<file path="config.mk">
export PLATFORM = sky130hd
export DESIGN_NAME = overflow_acc_monitor
export DESIGN_NICKNAME = d
export VERILOG_FILES = /design/src/rtl/overflow_acc_monitor.sv
export SDC_FILE = /design/constraint.sdc
export NUM_CORES = 1
export LEC_CHECK = 0
export ABC_AREA = 1
export CAP_MARGIN = 0
export CORE_MARGIN = 2
export CORE_UTILIZATION = 45
export CTS_CLUSTER_SIZE = 40
export DETAILED_ROUTE_END_ITERATION = 6
export MAX_ROUTING_LAYER = met4
export PLACE_DENSITY = 0.75
export SYNTH_ARGS = -nofsm -noshare
export SYNTH_HDL_FRONTEND = slang
export SYNTH_SLANG_ARGS = --single-unit
</file>
<file path="constraint.sdc">
create_clock -name clk -period 2.6 [get_ports clk]
set_clock_uncertainty 0.2 [all_clocks]
set_input_delay 0.39 -clock clk [delete_from_list [all_inputs] [get_ports clk]]
set_output_delay 0.39 -clock clk [all_outputs]
set_load 0.1 [all_outputs]
</file>
<file path="src/rtl/overflow_acc_monitor.sv">
// rtl/overflow_acc_monitor.sv - streaming add/sub accumulator with overflow detect, clamp and event count
// Flags always describe the operation just accepted; signed_mode only selects which flag drives clamp/count.

module overflow_acc_monitor #(
  parameter int N  = 8,
  parameter int CW = 4
) (
  input  logic          clk,
  input  logic          rst,
  input  logic          clear,
  input  logic          in_valid,
  input  logic [N-1:0]  din,
  input  logic          sub,
  input  logic          signed_mode,
  input  logic          sat_en,
  output logic [N-1:0]  acc,
  output logic          out_valid,
  output logic          ovf_u,
  output logic          ovf_s,
  output logic          sticky_u,
  output logic          sticky_s,
  output logic [CW-1:0] ovf_count
);

  logic [N-1:0]  r_acc;
  logic          r_out_valid;
  logic          r_ovf_u;
  logic          r_ovf_s;
  logic          r_sticky_u;
  logic          r_sticky_s;
  logic [CW-1:0] r_ovf_count;

  logic [N:0]    w_raw;
  logic [N-1:0]  w_wrap;
  logic          w_ovf_u;
  logic          w_ovf_s;
  logic          w_act;
  logic [N-1:0]  w_sat_val;
  logic [N-1:0]  w_next_acc;
  logic          w_cnt_full;

  // In N+1 bits the top bit is the carry on add and the borrow on sub.
  assign w_raw  = sub ? ({1'b0, r_acc} - {1'b0, din}) : ({1'b0, r_acc} + {1'b0, din});
  assign w_wrap = w_raw[N-1:0];

  assign w_ovf_u = w_raw[N];
  assign w_ovf_s = sub ? ((r_acc[N-1] != din[N-1]) && (w_wrap[N-1] != r_acc[N-1]))
                       : ((r_acc[N-1] == din[N-1]) && (w_wrap[N-1] != r_acc[N-1]));

  assign w_act = signed_mode ? w_ovf_s : w_ovf_u;

  always_comb begin
    w_sat_val = '0;
    if (signed_mode) begin
      w_sat_val = r_acc[N-1] ? {1'b1, {(N-1){1'b0}}} : {1'b0, {(N-1){1'b1}}};
    end else begin
      w_sat_val = sub ? {N{1'b0}} : {N{1'b1}};
    end
  end

  assign w_next_acc = (sat_en && w_act) ? w_sat_val : w_wrap;
  assign w_cnt_full = (r_ovf_count == {CW{1'b1}});

  always_ff @(posedge clk) begin
    if (rst || clear) begin
      r_acc       <= '0;
      r_out_valid <= 1'b0;
      r_ovf_u     <= 1'b0;
      r_ovf_s     <= 1'b0;
      r_sticky_u  <= 1'b0;
      r_sticky_s  <= 1'b0;
      r_ovf_count <= '0;
    end else if (in_valid) begin
      r_acc       <= w_next_acc;
      r_out_valid <= 1'b1;
      r_ovf_u     <= w_ovf_u;
      r_ovf_s     <= w_ovf_s;
      r_sticky_u  <= r_sticky_u | w_ovf_u;
      r_sticky_s  <= r_sticky_s | w_ovf_s;
      if (w_act && !w_cnt_full) begin
        r_ovf_count <= r_ovf_count + CW'(1);
      end
    end else begin
      r_out_valid <= 1'b0;
    end
  end

  assign acc       = r_acc;
  assign out_valid = r_out_valid;
  assign ovf_u     = r_ovf_u;
  assign ovf_s     = r_ovf_s;
  assign sticky_u  = r_sticky_u;
  assign sticky_s  = r_sticky_s;
  assign ovf_count = r_ovf_count;

endmodule

</file>
==> results.cfg, run 1 <==
[run_status]
status = complete, but fails checks
violations = setup timing

[pwr]
powerDensity_nw_per_um2 = 413
power_leakage_nw = 1.16
vdd_drop_max_mv = 0.346

[floorplan]
die_w_um = 60.4
pin_count = 32
floorplan.initialDensity = 0.469
die_area_um2 = 3650
fp-row-count = 20
coreArea_um2 = 3050
die_y_um = 60.4

[worst_setup_path]
required_ns = 2.59
worstSetupStartpointType = input port
r2r_start = acc[0]
cpPeakStageDelay_ns = 0.27
crit_type = in2reg
path_delay_family = simple AND/OR/NAND/NOR gates
arrival_ns = 2.63
crit_fanout = 8
crit_path_start = din[0]
crit_chain = buf_8 > inv_6 > buf_6 > ha_4 > nand3_4 > nor2_4 > nor2_2 > xor2_1 > inv_1 > ha_4 > nand2_2 > nand2_2 > a21oi_4 > nand2_2 > nand2_4 > nand3_4 > nand3_4 > nand3_4 > nand2_2 > nand3_2 > nand2_1 > inv_1
critPathCaptureType = flip-flop
slowest_stage = ha_4
crit_buf_inv = 5

[flow_run]
maxCapViolations = 0

[logic_synthesis]
synth_cell_type_count = 25
syn_nets = 246
yosys.area.top_type = dfxtp_1
seq_area_frac_synth = 0.238
syn-cell-area_um2 = 1430
yosys_register_bits = 17
synth.avg_cell_area_um2 = 6.51
synthTopCellsByArea = dfxtp_1 (24%), nand2_1 (15%), inv_1 (9.4%)
synth_cells = 220
yosys.area.top_type_share = 0.238
ys_warn_count = 0

[final_layout]
area_growth_pct = 56.8
final_cell_mix = buf_4 (48), nand2_1 (44), inv_1 (32), nor2_1 (25)
final_core_util = 0.736
fillers = 254
final_common_cell = buf_4
final_nets = 312
drive_above_1_share = 0.389
diodes = 0

[detailed_routing]
wl_per_cell_um = 11.1
drtIter0Drc = 45
drtAntennaViolNets = 0
num_vias = 1580
routed_wl_um = 3660
avgViaCountPerCell = 4.80
route.detailed.drc = 0
dr.pass1.iters = 5

[placement]
gp_congestion = 0.872
hpwlAfterDp_um = 2760
place_ws_ns = -0.682
portBuffers = 31

[sta]
setup_viol = 8
hold_viol_final = 0
worst_slew_pin_slew_ns = 0.472
max_slew_margin = 0.685
rsz0062_at_grt = true
tns_ns = -0.216
period_minus_slack_ns = 2.64
fmax_mhz = 379
setup_ws_ns = -0.0411
fin_crit_sh = 1.02
holdWs_ns = 0.256
maxSlewViolCount = 0

[clocking]
cts-root-buf = clkbuf_4
ctsLongestPathBuffers = 2
cts_made_buffers = 3
cts_hold_buf = 0
worstSkewPairLatency_ns = 0.29
path_clk_slew_ns = 0.10
cts_tree = done
cts_max_level = 1
cts_sinks = 17

[hold_path]
hold_path.class = reg2reg
worstHoldStart = sticky_u

[global_route]
grt_pass1_wl_um = 5840
globalRoute.totalOverflow = 0
grt_antenna_before_repair = 0
grt_pass1_vias = 1399
track_usage = 0.213
grt_max_degree = 16
==> metrics by stage <==
step	cells	power, mW	cell area [um^2]
after floorplan	220	0.584	1500
after global placement	319	0.721	2010
after detailed placement	319	0.727	2010
after CTS	328	0.893	2140
after global routing	329	0.991	2250
final	329	0.929	2250
==> kinds of logic after synthesis <==
| family | Yosys count | share of synthesized area |
|---|---|---|
| buf+inv | 41 | 0.108 |
| compound gates | 19 | 0.0751 |
| simple gates | 120 | 0.404 |
| flops | 17 | 0.238 |
| fa+ha+maj | 11 | 0.101 |
| xor+xnor | 12 | 0.0734 |
==> tightest hold or removal path, cell delays in order (launching register included) <==
cell and delay [ns]:
dfxtp_1 0.32, inv_1 0.04, a21oi_1 0.05
==> sequential cells by signal (all words and copies together) (netlist names) <==
signal / cells
ovf_s: 1
acc: 8
ovf_u: 1
out_valid: 1
ovf_count: 4
sticky_s: 1
sticky_u: 1
==> synthesized netlist by cell type <==
| cell | count |
|---|---|
| a21o_1 | 1 |
| a21oi_1 | 12 |
| a21oi_2 | 2 |
| buf_2 | 1 |
| clkbuf_1 | 2 |
| dfxtp_1 | 17 |
| fa_1 | 1 |
| ha_1 | 10 |
| inv_1 | 36 |
| inv_2 | 2 |
| nand2_1 | 56 |
| nand2_2 | 1 |
| nand3_1 | 18 |
| nand3_2 | 4 |
| nand3_4 | 3 |
| nand4_1 | 4 |
| nand4_4 | 1 |
| nor2_1 | 28 |
| nor2_2 | 2 |
| nor3_1 | 2 |
| o21ai_0 | 3 |
| o21bai_1 | 1 |
| or2_1 | 1 |
| xnor2_1 | 4 |
| xor2_1 | 8 |
==> where the power goes <==
group	total (mW)	internal [mW]	switching, mW	leakage (nW)
sequential	0.285	0.273	0.0114	0.141
combinational	0.503	0.205	0.298	1.01
clock	0.140	0.0595	0.0809	0.0150
total	0.929	0.538	0.391	1.16
==> cell type report <==
type	instances	area, um^2	share of cell area
multi-input cells	162	1140	0.506
repair buffers	64	524	0.233
flip-flops and latches	17	349	0.155
inverters	38	155	0.0691
well taps	44	55.1	0.0245
clock buffers	4	26.3	0.0117
==> what timing repair did <==
action | 4_1_cts | 5_1_grt
setup buffers | 5 | 1
endpoints found under the hold margin | 0 | 0
setup endpoints to repair | 16 | 16
pin swaps | 22 | 16
resized for setup | 36 | 24
==> worst paths after layout <==
| check | end | slack, ns | depth (start not counted) |
|---|---|---|---|
| max | acc[1] | -0.04 | 22 |
| min | sticky_u | 0.26 | 2 |
| max reg2reg | acc[1] | 0.31 | 14 |
| min reg2reg | sticky_u | 0.26 | 2 |
==> layer usage <==
metal  part of all wire  global-route usage  vias to the layer above
met1               0.44               0.248                      721
met4                  0              0.0155                        0
met5                  0                   -                        -
met3              0.033              0.0405                        0
met2               0.53               0.396                       30
li1                   -                   -                      829
Power figures use the tool's default switching activity.
==> run 2, diff against run 1 <==
--- a/config.mk
+++ b/config.mk
@@ -9,7 +9,7 @@
 export CAP_MARGIN = 0
 export CORE_MARGIN = 2
 export CORE_UTILIZATION = 45
-export CTS_CLUSTER_SIZE = 40
+export CTS_CLUSTER_SIZE = 12
 export DETAILED_ROUTE_END_ITERATION = 6
 export MAX_ROUTING_LAYER = met4
 export PLACE_DENSITY = 0.75
==> results of run 2 <==
Final layout, timing and power as in run 1 (identical DEF).
